<file path="src/rtl/csa_pkg.sv">
// Shared helpers for the carry-save multi-operand adder: output width and
// reduction-tree shape.
package csa_pkg;

  // Output width that holds the exact sum of num_ops operands of width bits.
  function automatic int unsigned csa_out_w(input int unsigned width,
                                            input int unsigned num_ops);
    return width + $clog2(num_ops);
  endfunction

  // One 3:2 level: each full group of three becomes two; leftovers pass through.
  function automatic int unsigned csa_step(input int unsigned n);
    return (n > 2) ? (2 * (n / 3) + (n % 3)) : n;
  endfunction

  // Number of vectors present after i reduction levels.
  function automatic int unsigned csa_count(input int unsigned n, input int unsigned i);
    int unsigned c;
    c = n;
    for (int unsigned j = 0; j < i; j++) begin
      c = csa_step(c);
    end
    return c;
  endfunction

  // Number of 3:2 levels needed to reach two vectors.
  function automatic int unsigned csa_levels(input int unsigned n);
    int unsigned c;
    int unsigned lv;
    c  = n;
    lv = 0;
    while (c > 2) begin
      c  = csa_step(c);
      lv = lv + 1;
    end
    return lv;
  endfunction

endpackage

</file>
<file path="src/rtl/csa_row.sv">
// Combinational W-bit 3:2 compressor: one full-adder cell per bit. The carry
// vector comes out already weighted (shifted left by one, top carry dropped).
module csa_row #(
  parameter int unsigned W = 8
) (
  input  logic [W-1:0] a,
  input  logic [W-1:0] b,
  input  logic [W-1:0] c,
  output logic [W-1:0] s,
  output logic [W-1:0] cy_shifted
);

  assign cy_shifted[0] = 1'b0;

  for (genvar i = 0; i < W; i++) begin : g_bit
    assign s[i] = a[i] ^ b[i] ^ c[i];
    if (i > 0) begin : g_cy
      assign cy_shifted[i] = (a[i-1] & b[i-1]) | (a[i-1] & c[i-1]) | (b[i-1] & c[i-1]);
    end
  end

endmodule

</file>
<file path="src/rtl/csa_pipe_adder.sv">
// Pipelined multi-operand adder: registered 3:2 carry-save levels followed by a
// registered carry-propagate adder, with valid/ready flow control per stage.
// Build option: define CSA_SIGNED_OPS_EN for two's-complement operands
// (sign extension); otherwise operands are unsigned (zero extension).
module csa_pipe_adder
  import csa_pkg::*;
#(
  parameter int unsigned WIDTH      = 16,
  parameter int unsigned NUM_OPS    = 4,
  parameter int unsigned OUT_W      = csa_out_w(WIDTH, NUM_OPS),
  parameter int unsigned NUM_LEVELS = csa_levels(NUM_OPS)
) (
  input  logic                     clk,
  input  logic                     rst_n,
  input  logic                     in_valid,
  output logic                     in_ready,
  input  logic [NUM_OPS*WIDTH-1:0] in_ops,
  output logic                     out_valid,
  input  logic                     out_ready,
  output logic [OUT_W-1:0]         out_sum
);

  // Stages 0..NUM_LEVELS-1 hold reduction levels; stage NUM_LEVELS holds the sum.
  logic [NUM_LEVELS:0] valid_q, valid_d;
  logic [NUM_LEVELS:0] load, adv;
  logic [OUT_W-1:0]    ext_ops [NUM_OPS];
  logic [OUT_W-1:0]    sum_q;

  for (genvar k = 0; k < NUM_OPS; k++) begin : g_ext
`ifdef CSA_SIGNED_OPS_EN
    assign ext_ops[k] = {{(OUT_W-WIDTH){in_ops[k*WIDTH+WIDTH-1]}}, in_ops[k*WIDTH +: WIDTH]};
`else
    assign ext_ops[k] = {{(OUT_W-WIDTH){1'b0}}, in_ops[k*WIDTH +: WIDTH]};
`endif
  end

  // Backward stall chain: a stage can take data if empty or if it is moving on.
  always_comb begin
    logic rdy;
    rdy      = out_ready;
    adv      = '0;
    load     = '0;
    in_ready = 1'b0;
    for (int s = int'(NUM_LEVELS); s >= 0; s--) begin
      adv[s] = valid_q[s] & rdy;
      rdy    = ~valid_q[s] | rdy;
    end
    in_ready = rdy;
    load[0]  = in_valid & rdy;
    for (int unsigned s = 1; s <= NUM_LEVELS; s++) begin
      load[s] = adv[s-1];
    end
    valid_d = load | (valid_q & ~adv);
  end

  // Stage valid bits; cleared asynchronously so in-flight beats are dropped.
  always_ff @(posedge clk or negedge rst_n) begin
    if (!rst_n) begin
      valid_q <= '0;
    end else begin
      valid_q <= valid_d;
    end
  end

  for (genvar l = 0; l < NUM_LEVELS; l++) begin : g_lvl
    localparam int unsigned NIn  = csa_count(NUM_OPS, l);
    localparam int unsigned NOut = csa_count(NUM_OPS, l + 1);
    localparam int unsigned NGrp = NIn / 3;

    logic [OUT_W-1:0] src   [NIn];
    logic [OUT_W-1:0] red   [NOut];
    logic [OUT_W-1:0] vec_q [NOut];

    if (l == 0) begin : g_src_in
      for (genvar k = 0; k < NIn; k++) begin : g_k
        assign src[k] = ext_ops[k];
      end
    end else begin : g_src_lvl
      for (genvar k = 0; k < NIn; k++) begin : g_k
        assign src[k] = g_lvl[l-1].vec_q[k];
      end
    end

    for (genvar g = 0; g < NGrp; g++) begin : g_grp
      csa_row #(
        .W(OUT_W)
      ) u_row (
        .a         (src[3*g]),
        .b         (src[3*g+1]),
        .c         (src[3*g+2]),
        .s         (red[2*g]),
        .cy_shifted(red[2*g+1])
      );
    end

    for (genvar j = 0; j < NIn - 3 * NGrp; j++) begin : g_pass
      assign red[2*NGrp+j] = src[3*NGrp+j];
    end

    // Level register; loads only when a beat moves in.
    always_ff @(posedge clk or negedge rst_n) begin
      if (!rst_n) begin
        for (int unsigned k = 0; k < NOut; k++) begin
          vec_q[k] <= '0;
        end
      end else if (load[l]) begin
        for (int unsigned k = 0; k < NOut; k++) begin
          vec_q[k] <= red[k];
        end
      end
    end
  end

  // Final carry-propagate add of the two remaining vectors.
  always_ff @(posedge clk or negedge rst_n) begin
    if (!rst_n) begin
      sum_q <= '0;
    end else if (load[NUM_LEVELS]) begin
      sum_q <= g_lvl[NUM_LEVELS-1].vec_q[0] + g_lvl[NUM_LEVELS-1].vec_q[1];
    end
  end

  assign out_valid = valid_q[NUM_LEVELS];
  assign out_sum   = sum_q;

endmodule

</file>
<file path="config.mk">
export PLATFORM = sky130hd
export DESIGN_NAME = csa_pipe_adder
export DESIGN_NICKNAME = d
export VERILOG_FILES = /design/src/rtl/csa_pkg.sv /design/src/rtl/csa_row.sv /design/src/rtl/csa_pipe_adder.sv
export SDC_FILE = /design/constraint.sdc
export NUM_CORES = 1
export LEC_CHECK = 0
export ABC_AREA = 1
export BUFFER_PORTS_ARGS = -buffer_cell sky130_fd_sc_hd__buf_2
export CAP_MARGIN = 20
export CORE_MARGIN = 1.5
export CORE_UTILIZATION = 60
export CTS_BUF_LIST = sky130_fd_sc_hd__clkbuf_8
export CTS_CLUSTER_DIAMETER = 40
export DETAILED_ROUTE_END_ITERATION = 16
export HOLD_SLACK_MARGIN = 0.1
export PLACE_DENSITY = 0.84
export SLEW_MARGIN = 20
export SYNTH_ARGS = -nofsm -noshare
export SYNTH_HDL_FRONTEND = slang
export SYNTH_SLANG_ARGS = --single-unit
</file>
<file path="constraint.sdc">
create_clock -name clk -period 2.96 [get_ports clk]
set_input_delay 0.444 -clock clk [delete_from_list [all_inputs] [get_ports clk]]
set_output_delay 0.444 -clock clk [all_outputs]
set_load 0.01 [all_outputs]
</file>
# Yosys cells after proc, flatten, opt, wreduce, memory -nomap -nowiden
# Index checks and enable logic that the tools add are counted.
[word_totals] out_inout_bits=20 inputBits=68 register_bits=102
[classes] bitwise=232 add_sub_neg=1
[ops] cell="$and A1 B1 Y1" n=98
[ops] cell="$or A1 B1 Y1" n=65
[ops] cell="$xor A1 B1 Y1" n=63
[ops] cell="$add A17 B17 Y18" n=1
[ops] cell="$and A3 B3 Y3" n=1
[ops] cell="$not A1 Y1" n=3
[ops] cell="$not A3 Y3" n=1
[ops] cell="$or A3 B3 Y3" n=1

# Depth between registers and ports, before layout
# Gate-level depths: netlist of run 1.
[depth] word_depth=7 depth_mapped=11

# Cells and area by module
# A second synthesis of run 1 with hierarchy kept.
[unflattened] hier_cells=506 hier_area_um2=6090.8
[modules_own_cells] module="csa_pipe_adder" area_each_um2=5317.6 cells_each=450 n_inst=1
[modules_own_cells] module="csa_row" area_each_um2=386.6 cells_each=28 n_inst=2

# Worst setup path before layout of run 1
# No wires, ideal clock.
[synth_path] path_type="flip-flop to flip-flop" startpoint="register g_lvl[1].vec_q[1] in the netlist's numbering" endpoint="register sum_q[9], in the netlist out_sum[9]" period_less_slack_ns=1.652 stages_incl_launch_ff=11 t_arrival_ns=1.536 setup_slack_ns=1.308 path_buffers=0 setup_ns=0.117 required_ns=2.843 cell_sequence="dfrtp_1 ha_1 fa_1 nand2_1 nand2_1 and2_4 nand2_1 nand2_1 xor2_1 nand2_1 nand2_1"
[synth_between] elab_chain_len=1
[synth_lines] element="start: declaration" line="csa_pipe_adder.sv:72" rtl="logic [OUT_W-1:0] vec_q [NOut];"
[synth_lines] element="start signal: indexed assignment" line="csa_pipe_adder.sv:108" rtl="vec_q[k] <= red[k];"
[synth_lines] element="$add A17 B17 Y18" line="csa_pipe_adder.sv:119" rtl="sum_q <= g_lvl[NUM_LEVELS-1].vec_q[0] + g_lvl[NUM_LEVELS-1].vec_q[1];"
[synth_lines] element="end signal: assignment" line="csa_pipe_adder.sv:119"
[synth_lines] element="end: declaration" line="csa_pipe_adder.sv:27" rtl="logic [OUT_W-1:0] sum_q;"
# Every way passes these cells.
# A chain may end at the register's enable or synchronous reset.

# Final worst setup path of run 1
[layout_path] startpoint="register g_lvl[1].vec_q[1] in the netlist's numbering" endpoint="register sum_q[13], in the netlist out_sum[13]"
# Same word-level chain as after synthesis.

==> results of run 1 <==
## Yosys cell counts
cell | count | area share
a21oi_1 | 11 | 0.0096
and2_1 | 1 | 0.0011
and2_4 | 1 | 0.0015
buf_12 | 6 | 0.021
buf_2 | 1 | 0.00087
buf_8 | 2 | 0.0052
clkbuf_1 | 2 | 0.0013
dfrtp_1 | 102 | 0.45
fa_1 | 32 | 0.11
ha_1 | 17 | 0.037
inv_1 | 39 | 0.026
inv_2 | 2 | 0.0013
mux2_2 | 6 | 0.012
mux2_4 | 72 | 0.19
nand2_1 | 116 | 0.076
nand2_2 | 1 | 0.0011
nand2_4 | 2 | 0.0039
nand2_8 | 1 | 0.0035
nand3_1 | 18 | 0.016
nand3b_1 | 3 | 0.0039
nand4_1 | 1 | 0.0011
nor2_1 | 15 | 0.0098
nor2_4 | 1 | 0.0020
nor3_1 | 3 | 0.0026
o21ai_0 | 6 | 0.0052
or2_0 | 4 | 0.0044
or2_1 | 1 | 0.0011
xnor2_1 | 3 | 0.0046
xor2_1 | 1 | 0.0015
## layer usage
metal	vias to the layer above	global-route usage	wire length [um]
li1	1699	-	-
met1	1701	0.310	4600
met2	120	0.334	4640
met3	24	0.0416	527
met4	0	0.0748	209
met5	-	0	0
## cell type report
type / count / share of cell area
tap: 129 / 0.0254
clock inverter: 6 / 0.00571
multi-input combinational: 316 / 0.449
clock buffer: 10 / 0.0217
timing repair buffer: 90 / 0.0724
sequential: 102 / 0.402
inverter: 41 / 0.0242
## logic make-up (layout without fill, tap and decap cells)
kind of cell / after synthesis / count (layout) / share of synthesized area
flip-flops: 102 / 102 / 0.446
AND/OR/NAND/NOR: 168 / 168 / 0.128
XOR/XNOR: 4 / 4 / 0.00612
buffers and inverters: 52 / 147 / 0.0553
AO/OA/AOI/OAI: 17 / 17 / 0.0149
adder cells (fa/ha/maj): 49 / 49 / 0.149
multiplexers: 78 / 78 / 0.201
## layout by cell type (no fill, tap or decap), drive strengths merged
cell type and instances:
a21oi 11, and2 2, buf 90, clkbuf 10, clkinv 3, dfrtp 102, fa 32, ha 17
inv 44, mux2 78, nand2 120, nand3 18, nand3b 3, nand4 1, nor2 16, nor3 3
o21ai 6, or2 5, xnor2 3, xor2 1
## per-stage QoR
step,cell area [um^2],utilization,setup WS (ns)
detailed placement,6180,0.669,1.09
global placement,6180,0.669,1.17
CTS,6360,0.688,1.13
floorplan,5720,-,1.31
global route,6360,0.688,0.916
finish,6360,0.688,1.11
## worst max-delay path, cell delays in order, from the launching register on
cell and delay, ns:
dfrtp_1 0.40, ha_1 0.23, fa_1 0.40, nand2_1 0.08
nand2_1 0.07, and2_4 0.15, nand3_1 0.09, nand3_1 0.12
nand2_1 0.08, nand3_1 0.08, nand2_1 0.09
## report_power, final
| part | internal [mW] | leakage [nW] | switching, mW |
|---|---|---|---|
| sequential | 1.90 | 1.20 | 0.357 |
| clock | 0.328 | 0.0980 | 0.460 |
| combinational | 1.52 | 2.03 | 1.76 |
## flip-flops by register name, indices dropped and copies added (netlist names)
register	cells
g_lvl.vec_q	81
valid_q	3
out_sum	18
## worst paths after layout
kind | end | slack (ns)
max in group asynchronous | g_lvl[0].vec_q[8] | 1.98
worst max register to register | out_sum[13] | 1.11
min in group clk | g_lvl[0].vec_q[5] | 0.30
worst min-delay path | g_lvl[0].vec_q[22] | 0.17
worst max-delay path | out_sum[13] | 1.11
worst min register to register | out_sum[12] | 0.48
==> metrics.yaml, run 1 <==
status: "completed"
clockRootBuffer: "clkbuf_8"
maxCapViolations: 0
finalHoldViolations: 0
cts.sink_count: 102
grt_pass1_vias: 3642
cts.reportedPaths.clkPinSlew_ns: 0.10
dieHeight_um: 101
finalSetupViolCount: 0
finalCritPeriodShare: 0.625
fin_hold_ws_ns: 0.173
post-dp-hpwl_mm: 7.31
syn_nets: 587
end_kind: "flip-flop"
cts_resized: 0
cts_max_level: 3
cts_tree: "done"
grtUsageTotal: 0.216
final_max_slew_viol_count: 0
syn_inst: 470
grt_first_pass_wirelength_mm: 17.1
clock_skew_ns: 0.0150
clk_latency_ns: 0.36
max_clock_freq_mhz: 540
hold_path_class: "in2async"
ys_types: 29
wl_per_cell_um: 14.4
drive_gt1_frac: 0.338
avgSynthCellArea_um2: 12.2
drtIter0Drc: 152
antenna_found_initial: 0
fillers: 662
worstPathRequired_ns: 3.25
io_buffers: 87
rsz0062_at_grt: "no"
ir_drop_uv: 464
worstRegToRegCells: 10
rows: 35
cp-start-kind: "flip-flop"
layout.area.seq_um2: 2550
placeableCoreArea_um2: 9240
relSlewSlack: 0.443
overflow: 0
grt_max_degree: 69
initial_utilization: 0.619
die_area_um2: 10100
cts_hold_buf: 0
power_density_nw_per_um2: 994
dp_cells: 678
viasPerCell: 5.11
diodes: 0
ys_seq_area_frac: 0.446
finalPower_mw: 6.32
leakage_nw: 3.33
cts_setup_buffers: 0
path_class: "reg2reg"
vias: 3544
yosys_warnings: 0
stdcell_count: 694
drc: 0
r2r_start: "g_lvl[1].vec_q[1]"
gp_congestion: 0.968
die_w_um: 101
clockBufferDepth: 2
crit_fanout: 3
worst_slew_pin_slew_ns: 0.835
ys_seq_elements: 102
multi_input_area_um2: 2850
io_pins: 88
setup_tns_ns: 0
ant_nets: 0
routed_wl_mm: 9.98
nets: 677
crit_path_start: "g_lvl[1].vec_q[1]"
area_growth_pct: 11.1
cts_buffers: 9
worst_ep_arrival_time_ns: 2.14
layout_min_cycle_time_ns: 1.85
first_pass_iters: 6
netlist_area_um2: 5720
No activity file was read; power rests on OpenSTA's default activity.
==> run 2, diff against run 1 <==
--- a/config.mk
+++ b/config.mk
@@ -9,12 +9,12 @@
 export BUFFER_PORTS_ARGS = -buffer_cell sky130_fd_sc_hd__buf_2
 export CAP_MARGIN = 20
 export CORE_MARGIN = 1.5
-export CORE_UTILIZATION = 60
+export CORE_UTILIZATION = 53
 export CTS_BUF_LIST = sky130_fd_sc_hd__clkbuf_8
 export CTS_CLUSTER_DIAMETER = 40
 export DETAILED_ROUTE_END_ITERATION = 16
 export HOLD_SLACK_MARGIN = 0.1
-export PLACE_DENSITY = 0.84
+export PLACE_DENSITY = 0.78
 export SLEW_MARGIN = 20
 export SYNTH_ARGS = -nofsm -noshare
 export SYNTH_HDL_FRONTEND = slang
==> constraint.sdc (replaced) <==
create_clock -name clk -period 1.5 [get_ports clk]
set_input_delay 0.225 -clock clk [delete_from_list [all_inputs] [get_ports clk]]
set_output_delay 0.225 -clock clk [all_outputs]
set_load 0.01 [all_outputs]
==> run 2 against run 1 <==
Net effect: the flow now finishes with violations (negative setup slack); non-clock buffer count grew 75; via count rose by 10%; wire length grew 17%; first-iteration DRC count fell by 16%; sequential share of layout area down 5.7 points; combinational power grew to 2.9 times the previous value; clock power up 130%; die area is 13% higher; power increased to 2.5 times the previous value; maximum frequency grew 6.6%; critical endpoint is now out_sum[9].
==> metrics.yaml, run 2 (synthesis results as in run 1) <==
leakage_nw: 3.74  # +12%
final_cell_mix: "dfrtp_1 (100), nand2_1 (96), buf_2 (86), mux2_4 (72), buf_4 (56)"
r2r_start: "g_lvl[1].vec_q[19]"
cp-start-kind: "flip-flop"
power_density_nw_per_um2: 2150  # +120%
dieHeight_um: 107  # +6.2%
finalCritPeriodShare: 1.16  # +0.532
grt_max_degree: 36  # -48%
overflow: 0  # unchanged
ant_nets: 0  # unchanged
clk_latency_ns: 0.38  # +0.02 ns
relSlewSlack: 0.691  # +0.247
use_met1: 0.287  # -0.0239
busiest_layer: "met2"
setup_tns_ns: -2.06  # -2.06 ns
worst_ep_arrival_time_ns: 2.00  # -0.14 ns
worstPathRequired_ns: 1.77  # -1.48 ns
clock_skew_ns: 0.0157  # +0.000661 ns
rows: 37  # +5.7%
final_common_cell: "dfrtp_1"
post-dp-hpwl_mm: 7.92  # +8.4%
routed_wl_mm: 11.7  # +17%
finalHoldViolations: 0  # unchanged
cpMaxStageDelayCell: "dfrtp_1"
cts.sink_count: 102  # unchanged
grt_first_pass_wirelength_mm: 18.8  # +10%
multi_input_area_um2: 3180  # +11%
path_class: "reg2reg"
die_w_um: 107  # +6.2%
cts.reportedPaths.clkPinSlew_ns: 0.11  # about the same
drive_gt1_frac: 0.477  # +0.139
cts_buffers: 9  # unchanged
rsz0062_at_grt: "yes"
hold_path_class: "in2reg"
violations: "negative setup slack"
placeableCoreArea_um2: 10400  # +13%
cts_max_level: 3  # unchanged
crit_fanout: 3  # unchanged
maxCapViolations: 0  # unchanged
largest-register: "g_lvl.vec_q"
drtIter0Drc: 127  # -16%
crit_path_end: "out_sum[9]"
final_max_slew_viol_count: 0  # unchanged
use_met2: 0.345  # +0.0110
max_stage_delay_ns: 0.43  # +0.03 ns
reg2reg_slack_ns: -0.24  # -1.34 ns
grtUsageMet3: 0.0286  # -0.0130
worst_slew_pin_slew_ns: 0.464  # -0.371 ns
area_growth_pct: 29.4
critPathMostFrequentCell: "nand2_1"
max_clock_freq_mhz: 576  # +6.6%
min_from: "out_ready"
critical_path_buf_inv_count: 0  # unchanged
end_kind: "flip-flop"
drc: 0  # unchanged
wl_per_cell_um: 15.1  # +4.9%
cp.depth: 10  # unchanged
io_buffers: 87  # unchanged
cp_cell_sequence: "ha_2 > fa_2 > nand2_2 > nand2_2 > and2_4 > nand2_1 > nand2_1 > xor2_1 > nand2_1 > nand2_1"
crit_path_start: "g_lvl[1].vec_q[19]"
initial_utilization: 0.549  # -0.0699
r2r_end: "out_sum[9]"
vias: 3914  # +10%
worst_slack_ns: -0.235  # -1.34 ns
layout.area.seq_um2: 2550  # about the same
finalSetupViolCount: 14  # +14
clockRootBuffer: "clkbuf_8"
grt_pass1_vias: 3987  # +9.5%
nets: 752  # +11%
grtUsageTotal: 0.211  # -0.00511
place_ws_ns: -0.194  # -1.29 ns
viasPerCell: 5.04  # -1.2%
io_pins: 88  # unchanged
gp_congestion: 0.826  # -15%
diodes: 0  # unchanged
cp_top_family: "adder cells"
fillers: 687  # +3.8%
dp_cells: 727  # +7.2%
antenna_found_initial: 0  # unchanged
status: "finished with violations"
stdcell_count: 776  # +12%
ir_drop_uv: 993  # +110%
worstRegToRegCells: 10  # unchanged
cts_tree: "done"
first_pass_iters: 4  # -2
clockBufferDepth: 2  # unchanged
largest_reg_flops: 81  # unchanged
die_area_um2: 11400  # +13%
layout_min_cycle_time_ns: 1.74  # -0.115 ns
## run 2: layer usage
metal,share of wire,up-vias
li1,-,1856
met1,0.44,1923
met2,0.49,109
met3,0.038,26
met4,0.024,0
met5,0,-
## run 2: layout make-up
cell class | instances | area share
clock buffer | 10 | 0.0186
clock inverter | 6 | 0.00929
inverter | 41 | 0.0208
multi-input combinational | 316 | 0.429
sequential | 102 | 0.345
tap | 136 | 0.0230
timing repair buffer | 165 | 0.154
## run 2: power breakdown
part	internal [mW]	leakage, nW	switching, mW
registers	3.75	1.20	0.907
clock network	0.825	0.103	0.954
logic	5.02	2.44	4.45
total	9.59	3.74	6.31
## run 2: worst min-delay path by stage
stage	end	cells after the start
global placement	g_lvl[0].vec_q[22]	1
global route	valid_q[2]	4
floorplan	g_lvl[0].vec_q[0]	0
detailed placement	g_lvl[0].vec_q[3]	1
CTS	valid_q[2]	4
finish	valid_q[2]	4
## run 2: timing repair
action / in CTS / in global routing
gates resized for setup: 27 / 35
setup buffers: 6 / 10
setup endpoints to repair: 14 / 15
cloned: 0 / 0
pin swaps: 12 / 14
hold buffers: 17 / 0
hold endpoints to repair: 48 / 0
## run 2: tightest hold or removal path, stage by stage
cell,delay (ns)
buf_2,0.08
inv_1,0.04
nand2_2,0.09
nand2_1,0.06
## run 2: through the flow
step	util	hold slack [ns]	total power [mW]	cell area (um^2)
finish	0.711	0.155	15.9	7410
global route	0.711	0.153	17.0	7410
CTS	0.692	0.140	14.6	7210
detailed placement	0.632	0.200	11.9	6590
global placement	0.632	0.192	11.6	6590
floorplan	-	-0.0706	9.30	5730
==> run 3, diff against run 2 <==
--- a/config.mk
+++ b/config.mk
@@ -15,6 +15,7 @@
 export DETAILED_ROUTE_END_ITERATION = 16
 export HOLD_SLACK_MARGIN = 0.1
 export PLACE_DENSITY = 0.78
+export RECOVER_POWER = 100
 export SLEW_MARGIN = 20
 export SYNTH_ARGS = -nofsm -noshare
 export SYNTH_HDL_FRONTEND = slang
==> run 3 against run 2 <==
Net effect: combinational power decreased by 1%; cell area decreased by 1.1%; sequential power about the same; critical path depth unchanged; the flow still finishes with violations (negative setup slack); register-to-register slack about the same; global-route usage unchanged; cell count unchanged; sequential share of layout area increased by 0.38 points; via count increased by 0.13%.
==> metrics.yaml, run 3 (synthesis results as in run 1) <==
die_area_um2: 11400  # unchanged
rsz0062_at_grt: "yes"
post-dp-hpwl_mm: 7.92  # unchanged
final_common_cell: "dfrtp_1"
area_growth_pct: 28.0
antenna_found_initial: 0  # unchanged
finalPower_mw: 15.8  # -0.71%
drtIter0Drc: 111  # -13%
status: "finished with violations"
vias: 3919  # +0.13%
relSlewSlack: 0.456  # -0.234
worstPathRequired_ns: 1.77  # about the same
worst_ep_arrival_time_ns: 2.00  # about the same
diodes: 0  # unchanged
power_density_nw_per_um2: 2160  # +0.38%
final_cell_mix: "dfrtp_1 (100), nand2_1 (97), mux2_4 (72), buf_2 (67), buf_4 (55)"
die_w_um: 107  # unchanged
wl_per_cell_um: 15.1  # +0.20%
grt_max_degree: 36  # unchanged
finalHoldViolations: 0  # unchanged
place_ws_ns: -0.194  # unchanged
clockBufferDepth: 2  # unchanged
cts.reportedPaths.clkPinSlew_ns: 0.11  # about the same
max_clock_freq_mhz: 577  # +0.15%
overflow: 0  # unchanged
crit_fanout: 3  # unchanged
placeableCoreArea_um2: 10400  # unchanged
layout_min_cycle_time_ns: 1.73  # -0.00252 ns
cts_buffers: 9  # unchanged
ant_nets: 0  # unchanged
final_max_slew_viol_count: 0  # unchanged
worst_slack_ns: -0.233  # +0.00252 ns
io_pins: 88  # unchanged
grt_first_pass_wirelength_mm: 18.8  # unchanged
drc: 0  # unchanged
drive_gt1_frac: 0.444  # -0.0328
io_buffers: 87  # unchanged
leakage_nw: 3.66  # -2.0%
finalSetupViolCount: 78  # +64
finalCritPeriodShare: 1.16  # -0.00168
routed_wl_mm: 11.7  # +0.20%
nets: 752  # unchanged
cp-start-kind: "flip-flop"
maxCapViolations: 0  # unchanged
viasPerCell: 5.05  # +0.13%
ir_drop_uv: 987  # -0.65%
rows: 37  # unchanged
cts.sink_count: 102  # unchanged
largest_reg_flops: 81  # unchanged
first_pass_iters: 5  # +1
fin_hold_ws_ns: 0.157  # +0.00198 ns
violations: "negative setup slack"
clockRootBuffer: "clkbuf_8"
dieHeight_um: 107  # unchanged
path_class: "reg2reg"
gp_congestion: 0.826  # unchanged
end_kind: "flip-flop"
fin_util: 0.703  # -0.00769
cts_max_level: 3  # unchanged
initial_utilization: 0.549  # unchanged
cts_tree: "done"
clock_skew_ns: 0.0159  # +0.000178 ns
hold_path_class: "in2reg"
grt_pass1_vias: 3987  # unchanged
clk_latency_ns: 0.38  # about the same
largest-register: "g_lvl.vec_q"
worst_slew_pin_slew_ns: 0.816  # +0.352 ns
grtUsageTotal: 0.211  # unchanged
==> run 3: worst paths after layout <==
check | endpoint | slack (ns) | cells after the start | start
worst min register to register | out_sum[15] | 0.49 | 2 | out_sum[15]
worst max-delay path | out_sum[9] | -0.23 | 10 | g_lvl[1].vec_q[19]
max in group asynchronous | g_lvl[1].vec_q[20] | 0.22 | 3 | rst_n
min in group asynchronous | g_lvl[0].vec_q[22] | 0.48 | 2 | rst_n
worst max register to register | out_sum[9] | -0.23 | 10 | g_lvl[1].vec_q[19]
worst min-delay path | valid_q[2] | 0.16 | 4 | out_ready
==> run 3: final cells by class <==
cell class                 instances  area (um^2)
clock inverter                     6         68.8
clock buffer                      10          138
sequential                       102         2550
tap                              136          170
fill                             714         3090
multi-input combinational        316         3170
inverter                          41          154
timing repair buffer             165         1070
==> run 3: stage by stage <==
stage,cells,setup TNS [ns],cell area (um^2)
finish,776,-5.28,7330
global placement,727,-1.19,6590
CTS,766,-1.17,7210
floorplan,470,-0.176,5730
global route,776,-13.29,7330
detailed placement,727,-1.96,6590
==> run 3: critical path: stages, from the launching register on <==
cell,delay (ns)
dfrtp_1,0.43
ha_2,0.20
fa_2,0.35
nand2_2,0.09
nand2_2,0.07
and2_4,0.15
nand2_1,0.05
nand2_1,0.05
xor2_1,0.13
nand2_1,0.05
nand2_1,0.05
==> run 3: what timing repair did <==
action                                  in CTS  in global routing
endpoints found under the setup margin      14                 15
hold endpoints to repair                    48                  0
gates resized for setup                     27                 35
hold buffers                                17                  0
setup buffers                                6                 10
cloned                                       0                  0
pin swaps                                   12                 14
==> run 3: routing by layer <==
layer  global-route usage  wire length, um  up-vias
li1                     -                -     1858
met1                0.287             5110     1909
met2                0.345             5780      120
met3               0.0286              508       32
met4               0.0848              324        0
met5                    0                0        -
==> run 3: report_power, final <==
part           internal, mW  switching [mW]  leakage (nW)
logic                  4.91            4.44          2.36
registers              3.75           0.913          1.20
clock network         0.825           0.953         0.103
total                  9.48            6.31          3.66
